`src/rtl/pipeline_stall_controller_pkg.sv`:
```
// Shared definitions for the pipeline stall/flush sequencer.
//   - state_e    : sequencer state encoding (2'b11 is illegal and recovers to run)
//   - ctrl_t     : bundle of the pipeline register controls driven by the sequencer
//   - Ctrl*      : canned control patterns used by the output decode
//   - DEFAULT_*  : default counter sizing, shared with the debug/perf counter block
package pipeline_stall_controller_pkg;

    localparam int unsigned DEFAULT_CNT_W     = 16;
    localparam int unsigned DEFAULT_MAX_STALL = 64;

    typedef enum logic [1:0] {
        StRun      = 2'b00,
        StMulWait  = 2'b01,
        StMulDrain = 2'b10
    } state_e;

    typedef struct packed {
        logic pc_write;
        logic if_id_write;
        logic if_id_flush;
        logic id_ex_bubble;
        logic ex_hold;
    } ctrl_t;

    // Free-running pipeline.
    localparam ctrl_t CtrlFlow     = '{pc_write: 1'b1, if_id_write: 1'b1, if_id_flush: 1'b0,
                                       id_ex_bubble: 1'b0, ex_hold: 1'b0};
    // Freeze front end, insert a bubble into EX (load-use / operand hazard, reset).
    localparam ctrl_t CtrlBubble   = '{pc_write: 1'b0, if_id_write: 1'b0, if_id_flush: 1'b0,
                                       id_ex_bubble: 1'b1, ex_hold: 1'b0};
    // Redirect: fetch target, squash the wrong-path instruction in IF/ID.
    localparam ctrl_t CtrlRedirect = '{pc_write: 1'b1, if_id_write: 1'b1, if_id_flush: 1'b1,
                                       id_ex_bubble: 1'b0, ex_hold: 1'b0};
    // Multi-cycle op in EX: freeze everything up to and including EX/MEM.
    localparam ctrl_t CtrlMulHold  = '{pc_write: 1'b0, if_id_write: 1'b0, if_id_flush: 1'b0,
                                       id_ex_bubble: 1'b0, ex_hold: 1'b1};
    // Drain: front end still frozen, EX result allowed to move into MEM.
    localparam ctrl_t CtrlDrain    = '{pc_write: 1'b0, if_id_write: 1'b0, if_id_flush: 1'b0,
                                       id_ex_bubble: 1'b0, ex_hold: 1'b0};

endpackage

```
`src/rtl/pipeline_stall_controller_stall_watchdog.sv`:
```
// Stall statistics and watchdog for the pipeline stall controller.
//   clk_i           : pipeline clock
//   rst_ni          : asynchronous active-low reset
//   pc_write_i      : PC load enable; a cycle with pc_write_i=0 is a stalled cycle
//   stall_count_o   : saturating count of stalled cycles
//   stall_timeout_o : sticky flag, set once MAX_STALL consecutive stalled cycles are seen
module pipeline_stall_controller_stall_watchdog
    import pipeline_stall_controller_pkg::*;
#(
    parameter int unsigned CNT_W     = DEFAULT_CNT_W,
    parameter int unsigned MAX_STALL = DEFAULT_MAX_STALL
) (
    input  logic             clk_i,
    input  logic             rst_ni,
    input  logic             pc_write_i,
    output logic [CNT_W-1:0] stall_count_o,
    output logic             stall_timeout_o
);

    if (MAX_STALL < 2 || MAX_STALL >= (64'd1 << CNT_W)) begin : g_bad_params
        $error("MAX_STALL must be >= 2 and < 2**CNT_W");
    end

    localparam logic [CNT_W-1:0] CntMax   = {CNT_W{1'b1}};
    localparam logic [CNT_W-1:0] StallLim = CNT_W'(MAX_STALL);

    logic [CNT_W-1:0] stall_cnt_q, stall_cnt_d;
    logic [CNT_W-1:0] consec_q, consec_d;
    logic             timeout_q, timeout_d;

    always_comb begin
        stall_cnt_d = stall_cnt_q;
        consec_d    = consec_q;
        timeout_d   = timeout_q;

        if (!pc_write_i && stall_cnt_q != CntMax) begin
            stall_cnt_d = stall_cnt_q + CNT_W'(1);
        end

        // Run of consecutive stalls; any progress cycle restarts the run.
        if (pc_write_i) begin
            consec_d = '0;
        end else if (consec_q != StallLim) begin
            consec_d = consec_q + CNT_W'(1);
        end

        if (consec_d == StallLim) begin
            timeout_d = 1'b1;
        end
    end

    always_ff @(posedge clk_i or negedge rst_ni) begin
        if (!rst_ni) begin
            stall_cnt_q <= '0;
            consec_q    <= '0;
            timeout_q   <= 1'b0;
        end else begin
            stall_cnt_q <= stall_cnt_d;
            consec_q    <= consec_d;
            timeout_q   <= timeout_d;
        end
    end

    assign stall_count_o   = stall_cnt_q;
    assign stall_timeout_o = timeout_q;

endmodule

```
`src/rtl/pipeline_stall_controller.sv`:
```
// Central stall/flush sequencer for the 5-stage MIPS pipeline.
// Outputs are Mealy: they depend on the current state and this cycle's hazard/redirect/mul
// inputs with zero latency, since the hazard detector feeding HazardReq is combinational.
//   Clk, Rst      : clock, asynchronous active-low reset
//   HazardReq     : load-use / branch-operand stall request from decode
//   BranchTaken   : branch resolved taken in ID
//   JumpTaken     : j/jal/jr in ID
//   MulStart      : multi-cycle op entering EX
//   MulDone       : multi-cycle result valid
//   PCWrite       : PC load enable
//   IF_ID_Write   : IF/ID load enable
//   IF_ID_Flush   : zero IF/ID on next edge
//   ID_EX_Bubble  : zero ID/EX control bits on next edge
//   EX_Hold       : hold ID/EX and EX/MEM contents
//   StallCount    : saturating count of cycles with PCWrite=0
//   StallTimeout  : sticky consecutive-stall watchdog flag
module pipeline_stall_controller
    import pipeline_stall_controller_pkg::*;
#(
    parameter int unsigned CNT_W     = DEFAULT_CNT_W,
    parameter int unsigned MAX_STALL = DEFAULT_MAX_STALL
) (
    input  logic             Clk,
    input  logic             Rst,
    input  logic             HazardReq,
    input  logic             BranchTaken,
    input  logic             JumpTaken,
    input  logic             MulStart,
    input  logic             MulDone,
    output logic             PCWrite,
    output logic             IF_ID_Write,
    output logic             IF_ID_Flush,
    output logic             ID_EX_Bubble,
    output logic             EX_Hold,
    output logic [CNT_W-1:0] StallCount,
    output logic             StallTimeout
);

    state_e state_q, state_d;
    ctrl_t  ctrl;

    always_comb begin
        state_d = state_q;
        ctrl    = CtrlFlow;

        unique case (state_q)
            StRun: begin
                // Mul start wins over everything: ID re-evaluates its hazard/redirect
                // once the multi-cycle op releases the pipeline.
                if (MulStart) begin
                    ctrl    = CtrlMulHold;
                    state_d = StMulWait;
                end else if (HazardReq) begin
                    // Branch operands are not yet valid, so a same-cycle redirect is dropped.
                    ctrl = CtrlBubble;
                end else if (BranchTaken || JumpTaken) begin
                    ctrl = CtrlRedirect;
                end
            end
            StMulWait: begin
                ctrl = CtrlMulHold;
                if (MulDone) begin
                    state_d = StMulDrain;
                end
            end
            StMulDrain: begin
                ctrl    = CtrlDrain;
                state_d = StRun;
            end
            default: begin
                // Illegal encoding: stall safely for one cycle and recover to run.
                ctrl    = CtrlBubble;
                state_d = StRun;
            end
        endcase

        // Reset is asynchronous on the outputs too, not only on the state.
        if (!Rst) begin
            ctrl = CtrlBubble;
        end
    end

    always_ff @(posedge Clk or negedge Rst) begin
        if (!Rst) begin
            state_q <= StRun;
        end else begin
            state_q <= state_d;
        end
    end

    assign PCWrite      = ctrl.pc_write;
    assign IF_ID_Write  = ctrl.if_id_write;
    assign IF_ID_Flush  = ctrl.if_id_flush;
    assign ID_EX_Bubble = ctrl.id_ex_bubble;
    assign EX_Hold      = ctrl.ex_hold;

    pipeline_stall_controller_stall_watchdog #(
        .CNT_W     (CNT_W),
        .MAX_STALL (MAX_STALL)
    ) u_stall_watchdog (
        .clk_i           (Clk),
        .rst_ni          (Rst),
        .pc_write_i      (ctrl.pc_write),
        .stall_count_o   (StallCount),
        .stall_timeout_o (StallTimeout)
    );

endmodule

```
`config.mk`:
```
export PLATFORM = sky130hd
export DESIGN_NAME = pipeline_stall_controller
export DESIGN_NICKNAME = d
export VERILOG_FILES = /design/src/rtl/pipeline_stall_controller_pkg.sv /design/src/rtl/pipeline_stall_controller_stall_watchdog.sv /design/src/rtl/pipeline_stall_controller.sv
export SDC_FILE = /design/constraint.sdc
export NUM_CORES = 1
export LEC_CHECK = 0
export ABC_CLOCK_PERIOD_IN_PS = 3330
export BUFFER_PORTS_ARGS = -buffer_cell sky130_fd_sc_hd__buf_4
export CORE_MARGIN = 2
export CORE_UTILIZATION = 50
export DETAILED_ROUTE_END_ITERATION = 12
export HOLD_SLACK_MARGIN = 0.1
export PLACE_DENSITY = 0.82
export REMOVE_ABC_BUFFERS = 1
export SYNTH_ARGS = -nofsm -noshare
export SYNTH_HDL_FRONTEND = slang
export SYNTH_HIERARCHICAL = 1
export SYNTH_SLANG_ARGS = --single-unit
```
`constraint.sdc`:
```
create_clock -name Clk -period 3.33 [get_ports Clk]
set_clock_uncertainty 0.15 [all_clocks]
set_input_delay 0.4995 -clock Clk [delete_from_list [all_inputs] [get_ports Clk]]
set_output_delay 0.4995 -clock Clk [all_outputs]
set_load 0.05 [all_outputs]
```
### Yosys cells after proc, flatten, opt, wreduce, memory -nomap -nowiden

Index checks and enable logic that the tools add are counted.

| storage, ports and cells | value |
|---|---|
| flip-flop bits (word level) | 35 |
| input port bits | 7 |
| output and inout port bits | 22 |
| logic and storage cells | 28 |

| operators by class | value |
|---|---|
| add/subtract/negate cells | 2 |
| equal/unequal tests | 7 |
| muxes and demuxes | 10 |
| reduce and logical (&&, ||, !) cells | 5 |

Operators with widths:

| kind | number |
|---|---|
| $add A16 B1 Y16 const B | 2 |
| $mux W16 | 2 |
| $eq A16 B7 Y1 const B | 1 |
| $ne A16 B16 Y1 const B | 1 |
| $ne A16 B7 Y1 const B | 1 |
| $mux W5 | 3 |
| $pmux W5 S3 | 1 |
| $mux W2 | 2 |
| $ne A2 B2 Y1 const B | 2 |
| $pmux W2 S2 | 1 |
| $mux W3 | 1 |
| $eq A2 B1 Y1 const B | 1 |
| $eq A2 B2 Y1 const B | 1 |
| $logic_not A2 Y1 | 1 |
| $reduce_and A2 Y1 | 1 |
| $logic_and A1 B1 Y1 | 1 |
| $logic_not A1 Y1 | 1 |
| $logic_or A1 B1 Y1 | 1 |

### Logic depth before layout (Yosys ltp)

Gate-level depths: netlist of run 1.

| depth | value |
|---|---|
| depth after elaboration | 8 |
| mapped depth | 10 |
| gate-level depth less buffers | 10 |

### Modules after synthesis

Netlist of run 1, hierarchy kept.

Modules (own cells, without submodules):

| module | times used | cells each | area each (um2) | sequential area each (um2) |
|---|---|---|---|---|
| pipeline_stall_controller_stall_watchdog | 1 | 182 | 1859.3 | 825.8 |
| pipeline_stall_controller | 1 | 23 | 236.5 | 50.0 |

### Least setup slack after synthesis of run 1

No wires, ideal clock.

| timing path | value |
|---|---|
| path kind | register to register |
| from | register state_q[0] |
| to | register u_stall_watchdog.timeout_q (netlist: u_stall_watchdog/stall_timeout_o) |
| library setup time | 0.069 ns |
| data arrival time | 2.519 ns |
| required time | 3.111 ns |
| slack | 0.592 ns |
| cell stages (with the launch flop) | 11 |
| buffers on the path | 0 |
| clock period less this slack | 2.738 ns |
| cells stage by stage | dfrtp_1 -> inv_1 -> ha_1 -> nor2b_4 -> and4bb_1 -> inv_1 -> nand2_1 -> mux2i_1 -> a211o_1 -> nor4b_2 -> a41o_1 |

| between the ends | value |
|---|---|
| cells in the longest elaborated chain, start to end | 5 |
| elaborated cells on any way between the ends | 7 |
| classes of those cells | eq/ne (3); mux (3); reduce/logical (1) |

Ends and longest elaborated chain:

| what | line | text |
|---|---|---|
| start, declared | pipeline_stall_controller.sv:39 | `state_e state_q, state_d;` |
| start signal, assigned | pipeline_stall_controller.sv:85 | `state_q <= StRun;` |
| start signal, assigned | pipeline_stall_controller.sv:87 | `state_q <= state_d;` |
| $eq A2 B2 Y1 (tied with other cells) | pipeline_stall_controller.sv:46 | `unique case (state_q)` |
| $pmux W5 S3 * | pipeline_stall_controller.sv:46 |  |
| $mux W5 * | pipeline_stall_controller.sv:78 | `if (!Rst) begin` |
| $mux W16 * | pipeline_stall_controller_stall_watchdog.sv:41 | `if (pc_write_i) begin` |
| named net u_stall_watchdog.consec_d[1] | pipeline_stall_controller_stall_watchdog.sv:28 | `logic [CNT_W-1:0] consec_q, consec_d;` |
| $eq A16 B7 Y1 * | pipeline_stall_controller_stall_watchdog.sv:47 | `if (consec_d == StallLim) begin` |
| end signal, assigned | pipeline_stall_controller_stall_watchdog.sv:60 | `timeout_q <= timeout_d;` |
| end, declared | pipeline_stall_controller_stall_watchdog.sv:29 | `logic timeout_q, timeout_d;` |

Mark *: on every way through the listed nets, which the timed path passes. The rest lies on a longest branch.
A chain may end at the register's enable or synchronous reset.

### Worst setup path in the final report of run 1

| timing path | value |
|---|---|
| from | register state_q[0] |
| to | output port IF_ID_Write |

| between the ends | value |
|---|---|
| cells in the longest elaborated chain, start to end | 3 |
| elaborated cells on any way between the ends | 5 |
| classes of those cells | eq/ne (2); mux (2); reduce/logical (1) |

Ends and longest elaborated chain:

| what | line | text |
|---|---|---|
| $eq A2 B2 Y1 (tied with other cells) | pipeline_stall_controller.sv:46 |  |
| $pmux W5 S3 * | pipeline_stall_controller.sv:46 |  |
| $mux W5 * | pipeline_stall_controller.sv:78 |  |
| end, declared | pipeline_stall_controller.sv:31 | `output logic IF_ID_Write,` |

Mark *: on every way between the ends. The rest lies on a longest branch, timed or not.

==> results of run 1 <==
[Yosys cell counts, types with 4 or more instances]
cell	count	area, sq um
xor2_1	12	105
nand3_1	6	30.0
and3_1	6	37.5
nor2_1	20	75.1
buf_2	4	20.0
and4_1	9	78.8
nand4_1	10	62.6
nand2_1	17	63.8
ha_1	8	100
a21oi_1	5	25.0
xnor2_1	19	166
dfrtp_1	35	876
inv_1	5	18.8
[metal layers]
layer | vias up | routed length (um)
li1 | 781 | -
met1 | 781 | 1900
met2 | 43 | 1880
met3 | 7 | 212
met4 | 0 | 58
met5 | - | 0
[how the worst max path moves through the flow]
stage / end / slack [ns] / start
after CTS: IF_ID_Write / 0.69 / state_q[0]$_DFFE_PN0P_
after global routing: IF_ID_Write / 0.56 / state_q[0]$_DFFE_PN0P_
after floorplan: u_stall_watchdog/stall_timeout_o$_DFFE_PN0N_ / -0.12 / state_q[0]$_DFFE_PN0P_
final: IF_ID_Write / 0.71 / state_q[0]$_DFFE_PN0P_
after global placement: u_stall_watchdog/stall_count_o[9]$_DFFE_PN0P_ / 0.96 / state_q[0]$_DFFE_PN0P_
after detailed placement: u_stall_watchdog/stall_count_o[9]$_DFFE_PN0P_ / 0.89 / state_q[0]$_DFFE_PN0P_
[cell families (layout without fill, tap and decap cells)]
group,Yosys count,in the layout
fa+ha+maj,8,8
buf+inv,16,44
mux,4,4
flops,35,35
simple gates,89,89
xor+xnor,31,31
compound gates,22,22
[state kept, by name, summed over array words and instances (netlist names)]
| signal | flops |
|---|---|
| state_q | 2 |
| u_stall_watchdog/stall_timeout_o | 1 |
| u_stall_watchdog/stall_count_o | 16 |
| u_stall_watchdog/consec_q | 16 |
[final cells by class]
| cell class | instances | area share [%] |
|---|---|---|
| clock buffers | 5 | 2.83 |
| clock inverters | 3 | 1.95 |
| inverters | 6 | 0.925 |
| multi-input cells | 154 | 46.5 |
| flip-flops and latches | 35 | 36.0 |
| well taps | 50 | 2.57 |
| repair buffers | 30 | 9.25 |
[power groups by stage]
stage          Sequential (mW)  Combinational [mW]  Clock (mW)
6_report                 0.860               0.932       0.401
2_1_floorplan            0.975               0.539           0
3_5_place_dp             0.858               0.930           0
4_1_cts                  0.854               0.936       0.407
5_1_grt                  0.893                1.01       0.428
3_3_place_gp             0.857               0.910           0
[per-stage QoR]
step	hold WS (ns)	instances	setup WS (ns)	util, %	TNS, ns
2_1_floorplan	0.0539	195	-0.122	-	-0.122
3_3_place_gp	0.326	275	0.961	57.5	0
3_5_place_dp	0.344	275	0.888	57.5	0
4_1_cts	0.122	283	0.685	60.4	0
5_1_grt	0.152	283	0.564	60.4	0
6_report	0.0992	283	0.710	60.4	0
==> flow_metrics.env, run 1 <==
export IMPL_cts_sinks=35
export IMPL_final_common_cell="dfrtp_1"
export IMPL_period_needed_ns=2.62
export IMPL_maxCapViolations=0
export IMPL_synth_fa_ha_area_share_pct=4.78
export IMPL_core_region_area_sq_um=4030
export IMPL_worstSkewPairLatency_ns=0.30
export IMPL_clock_path_buffers=2
export IMPL_pwr_share_clk_pct=18.3
export IMPL_synthDistinctLibCells=47
export IMPL_ant_nets=0
export IMPL_final_layout_size_suffix_gt1_share_pct=21.5
export IMPL_clk_pin_slew_worst_paths_ns=0.07
export IMPL_ctsResizeCount=0
export IMPL_leakagePower_nw=1.11
export IMPL_cp_max_fo=22
export IMPL_synth_simple_area_share_pct=26.0
export IMPL_vias_per_cell=5.70
export IMPL_grt_pass1_wl_mm=6.71
export IMPL_drt_iter0_drc=137
export IMPL_wirelength_mm=4.06
export IMPL_diodes=0
export IMPL_multi_input_area_sq_um=1130
export IMPL_dpl_hpwl_mm=2.80
export IMPL_async_reset_ff_share_pct=100
export IMPL_io_pin_count=29
export IMPL_synth_area_mux_share_pct=2.09
export IMPL_power_density_nw_per_um2=900
export IMPL_rsz0062_at_grt="false"
export IMPL_vias=1612
export IMPL_clock_root_buffer="clkbuf_8"
export IMPL_hold_viol=0
export IMPL_area_growth_pct=16.2
export IMPL_initial_core_util_pct=52.0
export IMPL_dieArea_sq_um=4730
export IMPL_status="finished, final reports clean"
export IMPL_tightest_slew_ns=0.508
export IMPL_die_h_um=68.7
export IMPL_crit_type="reg -> out"
export IMPL_path_depth=6
export IMPL_regArea_sq_um=876
export IMPL_num_rows=23
export IMPL_firstDrtPassIters=4
export IMPL_stdcell_area_sq_um=2430
export IMPL_synth_enable_flop_cells=0
export IMPL_synthXorXnorAreaFrac_pct=13.0
export IMPL_antenna_found_initial=0
export IMPL_hold_buffers=0
export IMPL_io_buffers=28
export IMPL_r2r_cells=9
export IMPL_grt_pass1_vias=1438
export IMPL_busiest_layer="met2"
export IMPL_tritoncts="done"
export IMPL_reg2reg_setup_slack_ns=0.91
export IMPL_drc_errors=0
export IMPL_period_share_pct=78.7
export IMPL_avgSynthCellArea_sq_um=10.2
export IMPL_critPathBufInv=3
export IMPL_p_sw_share_pct=45.0
export IMPL_htreeDepth=2
export IMPL_grtUsageMet3_pct=4.06
export IMPL_yosysWarnings=6
export IMPL_mostFrequentLayoutCells="dfrtp_1 (35), buf_4 (30), nor2_1 (20), xnor2_1 (19), nand2_1 (17)"
export IMPL_cp_start_kind="register"
export IMPL_setup_viol=0
export IMPL_r2r_start="state_q[0]$_DFFE_PN0P_"
export IMPL_slew_headroom_pct=66.0
export IMPL_crit_slowest_cell="dfrtp_1"
export IMPL_final_nets=247
export IMPL_p_comb_share_pct=42.5
export IMPL_ys_seq_area_share_pct=41.8
export IMPL_synth_top_family_by_area="simple AND/OR/NAND/NOR gates"
export IMPL_place_congestion=0.847
export IMPL_ys_ff_latch=35
export IMPL_cpPeakStageDelay_ns=0.43
export IMPL_dpl_cell_area_sq_um=2320
export IMPL_slew_violations=0
export IMPL_ir_drop_mv=0.675
export IMPL_p_int_mw=1.21
export IMPL_grt_util_met2_pct=29.3
export IMPL_crit_path_cell_trace="inv_1, ha_1, nor2b_4, and4bb_1, buf_4, buf_4"
export IMPL_cpMostUsedCell="buf_4"
export IMPL_required_ns=2.68
export IMPL_grt_max_degree=39
export IMPL_ys_flop_type="dfrtp_1"
export IMPL_cp_end_kind="output pin"
export IMPL_post_cts_setup_buffers=0
export IMPL_finalPower_mw=2.19
export IMPL_use_met1_pct=26.8
export IMPL_grt_use_total_pct=19.2
export IMPL_grt_ovfl_total=0
export IMPL_cp_top_family="buffers and inverters"
export IMPL_clock_fmax_mhz=382
export IMPL_switchingPower_mw=0.986
export IMPL_post_drt_wl_per_cell_um=14.3
export IMPL_syn_area_sq_um=2100
export IMPL_fillers=346
export IMPL_die_w_um=68.7
export IMPL_synth_compound_area_share_pct=8.18
export IMPL_p_seq_share_pct=39.2
export IMPL_hold_class="in -> async"
export IMPL_numCtsBuffers=5
export IMPL_worstReg2RegEnd="u_stall_watchdog/stall_count_o[9]$_DFFE_PN0P_"
export IMPL_synth_cells=205
export IMPL_critical_path_arrival_ns=1.97
Note: power is estimated with default switching activity, not from simulation.
==> inputs of run 2 (changes only) <==
ABC_CLOCK_PERIOD_IN_PS = 2400   (was 3330)
PLACE_DENSITY = 0.85   (was 0.82)
clock period = 2.4 ns   (was 3.33 ns; I/O delays follow)
==> flow_metrics.env, run 2 (synthesized netlist as in run 1, its figures left out) <==
export IMPL_status="finished, final reports clean"
export IMPL_slew_violations=0
export IMPL_die_h_um=68.7
export IMPL_maxCapViolations=0
export IMPL_final_cell_count_no_fill=294
export IMPL_critPathBufInv=0
export IMPL_rsz0062_at_grt="false"
export IMPL_wirelength_mm=4.42
export IMPL_io_pin_count=29
export IMPL_core_region_area_sq_um=4030
export IMPL_cp_end_kind="register"
export IMPL_final_util_pct=63.6
export IMPL_stdcell_area_sq_um=2560
export IMPL_cpMostUsedCell="nor4b_2"
export IMPL_dpl_cell_area_sq_um=2360
export IMPL_vias=1640
export IMPL_cts_sinks=35
export IMPL_numCtsBuffers=5
export IMPL_power_density_nw_per_um2=1240
export IMPL_final_common_cell="buf_4"
export IMPL_grt_max_degree=36
export IMPL_num_rows=23
export IMPL_clock_root_buffer="clkbuf_8"
export IMPL_period_share_pct=96.8
export IMPL_grt_pass1_vias=1526
export IMPL_clock_fmax_mhz=431
export IMPL_period_needed_ns=2.32
export IMPL_finalSetupTns_ns=0
export IMPL_hold_class="in -> reg"
export IMPL_die_w_um=68.7
export IMPL_firstDrtPassIters=4
export IMPL_cpPeakStageDelay_ns=0.49
export IMPL_tightest_slew_ns=0.448
export IMPL_crit_path_cell_trace="nor4b_2, nand4_1, mux2i_1, a211o_1, nor4b_2, a41o_1"
export IMPL_post_drt_wl_per_cell_um=15.0
export IMPL_cp_top_family="simple AND/OR/NAND/NOR gates"
export IMPL_crit_type="reg -> reg"
export IMPL_clock_path_buffers=2
export IMPL_cp_max_fo=9
export IMPL_holdWs_ns=0.345
export IMPL_crit_slowest_cell="dfrtp_1"
export IMPL_drt_iter0_drc=156
export IMPL_grt_use_total_pct=21.3
export IMPL_setup_viol=0
export IMPL_dpl_hpwl_mm=2.96
export IMPL_vias_per_cell=5.58
export IMPL_required_ns=2.48
export IMPL_clk_pin_slew_worst_paths_ns=0.08
export IMPL_hold_viol=0
export IMPL_io_buffers=28
export IMPL_tritoncts="done"
export IMPL_worstSkewPairLatency_ns=0.30
export IMPL_dp_cells=280
export IMPL_final_layout_size_suffix_gt1_share_pct=28.3
export IMPL_ant_nets=0
export IMPL_grt_ovfl_total=0
export IMPL_cp_start_kind="register"
export IMPL_dieArea_sq_um=4730
export IMPL_antenna_found_initial=0
export IMPL_finalPower_mw=3.18
export IMPL_diodes=0
export IMPL_leakagePower_nw=1.17
export IMPL_critical_path_arrival_ns=2.41
export IMPL_initial_core_util_pct=52.0
export IMPL_post_place_ws_ns=-0.00420
export IMPL_place_congestion=0.837
export IMPL_grt_pass1_wl_mm=7.38
export IMPL_worst_slack_ns=0.0776
export IMPL_htreeDepth=2
export IMPL_slew_headroom_pct=70.0
export IMPL_area_growth_pct=22.3
export IMPL_final_nets=258
export IMPL_drc_errors=0
export IMPL_mostFrequentLayoutCells="buf_4 (39), dfrtp_1 (35), nor2_1 (20), xnor2_1 (19), nand2_1 (17)"
export IMPL_ir_drop_mv=1.24
[run 2: repair_timing]
action,CTS,global route
gates resized for setup,4,7
buffers inserted,1,4
endpoints found under the hold margin,35,0
endpoints found under the setup margin,3,9
hold buffers,2,0
pin swaps,3,3
[run 2: tightest hold or removal path, stage by stage]
cell,delay (ns)
buf_4,0.11
inv_2,0.04
a21oi_2,0.06
mux2_1,0.18
[run 2: final timing paths]
path,end,depth (start not counted),slack (ns),startpoint
max,u_stall_watchdog/stall_timeout_o$_DFFE_PN0N_,6,0.08,u_stall_watchdog/consec_q[3]$_DFF_PN0_
min,state_q[0]$_DFFE_PN0P_,4,0.35,MulDone
max reg2reg,u_stall_watchdog/stall_timeout_o$_DFFE_PN0N_,6,0.08,u_stall_watchdog/consec_q[3]$_DFF_PN0_
min reg2reg,u_stall_watchdog/stall_count_o[10]$_DFFE_PN0P_,1,0.35,u_stall_watchdog/stall_count_o[10]$_DFFE_PN0P_
max in group asynchronous,u_stall_watchdog/stall_count_o[14]$_DFFE_PN0P_,4,1.36,Rst
min in group asynchronous,u_stall_watchdog/consec_q[3]$_DFF_PN0_,4,0.55,Rst
[run 2: routing by layer]
metal  global-route usage [%]  vias up  wire (um)
met5                        0        -          0
met4                     5.15        0         54
met3                     6.17        7        247
met2                     32.8       40       2110
met1                     29.5      788       2010
li1                         -      805          -
[run 2: power by group]
part           switching (mW)  internal, mW  total, mW
combinational           0.831         0.648       1.48
clock                   0.234         0.315      0.549
sequential              0.350         0.805       1.15
[run 2: area by class of cell]
cell class,count,area (sq um)
clock inverter,3,47.5
timing repair buffer,41,323
fill,328,1470
tap,50,62.6
clock buffer,5,68.8
sequential,35,876
multi-input combinational,154,1160
inverter,6,22.5
==> inputs of run 3 (changes only) <==
RECOVER_POWER = 25   (was not set)
==> flow_metrics.env, run 3 (synthesized netlist as in run 1, its figures left out) <==
export IMPL_final_cell_count_no_fill=294
export IMPL_tritoncts="done"
export IMPL_critical_path_arrival_ns=2.42
export IMPL_firstDrtPassIters=4
export IMPL_power_density_nw_per_um2=1250
export IMPL_final_layout_size_suffix_gt1_share_pct=27.5
export IMPL_slew_violations=0
export IMPL_tightest_slew_ns=0.857
export IMPL_critPathBufInv=0
export IMPL_drc_errors=0
export IMPL_mostFrequentLayoutCells="buf_4 (37), dfrtp_1 (35), nor2_1 (20), xnor2_1 (19), nand2_1 (17)"
export IMPL_clk_pin_slew_worst_paths_ns=0.08
export IMPL_grt_pass1_vias=1526
export IMPL_vias=1639
export IMPL_slew_headroom_pct=42.9
export IMPL_clock_fmax_mhz=428
export IMPL_dp_cells=280
export IMPL_num_rows=23
export IMPL_grt_max_degree=36
export IMPL_hold_viol=0
export IMPL_drt_iter0_drc=155
export IMPL_cp_top_family="simple AND/OR/NAND/NOR gates"
export IMPL_core_region_area_sq_um=4030
export IMPL_final_nets=258
export IMPL_post_drt_wl_per_cell_um=15.0
export IMPL_vias_per_cell=5.57
export IMPL_antenna_found_initial=0
export IMPL_setup_viol=0
export IMPL_multi_input_area_sq_um=1160
export IMPL_rsz0062_at_grt="false"
export IMPL_dpl_cell_area_sq_um=2360
export IMPL_cp_max_fo=9
export IMPL_cpPeakStageDelay_ns=0.48
export IMPL_ant_nets=0
export IMPL_clock_root_buffer="clkbuf_8"
export IMPL_crit_slowest_cell="dfrtp_1"
export IMPL_grt_ovfl_total=0
export IMPL_cts_sinks=35
export IMPL_status="finished, final reports clean"
export IMPL_initial_core_util_pct=52.0
export IMPL_clock_path_buffers=2
export IMPL_hold_class="in -> reg"
export IMPL_htreeDepth=2
export IMPL_cp_end_kind="register"
export IMPL_final_util_pct=63.1
export IMPL_period_needed_ns=2.34
export IMPL_regArea_sq_um=876
export IMPL_place_congestion=0.837
export IMPL_wirelength_mm=4.42
export IMPL_period_share_pct=97.3
export IMPL_die_h_um=68.7
export IMPL_required_ns=2.48
export IMPL_die_w_um=68.7
export IMPL_io_buffers=28
export IMPL_stdcell_area_sq_um=2540
export IMPL_crit_path_cell_trace="nor4b_2, nand4_1, mux2i_1, a211o_1, nor4b_2, a41o_1"
export IMPL_leakagePower_nw=1.16
export IMPL_grt_pass1_wl_mm=7.38
export IMPL_numCtsBuffers=5
export IMPL_final_common_cell="buf_4"
export IMPL_dieArea_sq_um=4730
export IMPL_diodes=0
export IMPL_cp_start_kind="register"
export IMPL_area_growth_pct=21.3
export IMPL_cpMostUsedCell="nor4b_2"
export IMPL_dpl_hpwl_mm=2.96
export IMPL_maxCapViolations=0
export IMPL_worstSkewPairLatency_ns=0.30
export IMPL_io_pin_count=29
export IMPL_ir_drop_mv=1.24
export IMPL_fillers=333
export IMPL_grt_use_total_pct=21.3
export IMPL_crit_type="reg -> reg"
run 3: final cells by class:
cell class,instances,share of cell area [%]
clock inverters,3,1.87
multi-input cells,154,45.8
repair buffers,41,11.8
flip-flops and latches,35,34.5
well taps,50,2.46
inverters,6,0.886
clock buffers,5,2.71
run 3: report_power, final:
| group | internal (mW) | total [mW] | leakage (nW) | switching (mW) |
|---|---|---|---|---|
| Sequential | 0.805 | 1.16 | 0.455 | 0.351 |
| Clock | 0.315 | 0.549 | 0.0587 | 0.234 |
| Combinational | 0.643 | 1.47 | 0.645 | 0.829 |
| Total | 1.76 | 3.18 | 1.16 | 1.41 |
run 3: worst paths after layout:
kind,from,to,slack (ns),cells past startpoint
setup / recovery,u_stall_watchdog/consec_q[2]$_DFF_PN0_,u_stall_watchdog/stall_timeout_o$_DFFE_PN0N_,0.06,6
hold / removal,MulDone,state_q[0]$_DFFE_PN0P_,0.34,4
setup reg to reg,u_stall_watchdog/consec_q[2]$_DFF_PN0_,u_stall_watchdog/stall_timeout_o$_DFFE_PN0N_,0.06,6
hold reg to reg,u_stall_watchdog/stall_count_o[10]$_DFFE_PN0P_,u_stall_watchdog/stall_count_o[10]$_DFFE_PN0P_,0.34,1
max in group asynchronous,Rst,u_stall_watchdog/stall_count_o[14]$_DFFE_PN0P_,0.58,4
min in group asynchronous,Rst,u_stall_watchdog/consec_q[6]$_DFF_PN0_,0.98,4
run 3: through the flow:
| stage | setup slack (ns) | TNS [ns] | hold slack, ns | total power [mW] |
|---|---|---|---|---|
| final | 0.0647 | 0 | 0.345 | 3.18 |
| after floorplan | -1.05 | -11.03 | -0.0856 | 2.10 |
| after detailed placement | -0.00420 | -0.00420 | 0.304 | 2.53 |
| after global routing | 0.000350 | 0 | 0.365 | 3.38 |
| after CTS | 0.0194 | 0 | 0.346 | 3.14 |
| after global placement | 0.126 | 0 | 0.303 | 2.50 |
run 3: worst reg2reg max path, delay by kind of cell, from the launching register on:
family / cells / cell delay [ns]
AO/OA/AOI/OAI: 2 / 0.52
flip-flops: 1 / 0.48
multiplexers: 1 / 0.22
AND/OR/NAND/NOR: 3 / 0.91
run 3: timing repair:
| action | CTS | global route |
|---|---|---|
| endpoints found under the hold margin | 35 | 0 |
| endpoints found under the setup margin | 3 | 9 |
| buffers inserted | 1 | 4 |
| pin swaps | 3 | 3 |
| resized for setup | 4 | 7 |
| hold buffers | 2 | 0 |
| gates cloned | 0 | 0 |
run 3: per-layer routing:
layer / global-route usage, % / up-vias / share of wire (%) / wire, um
li1: - / 806 / - / -
met1: 29.5 / 794 / 46 / 2030
met2: 32.8 / 34 / 48 / 2120
met3: 6.17 / 5 / 5.2 / 230
met4: 5.15 / 0 / 0.97 / 43
met5: 0 / - / 0 / 0
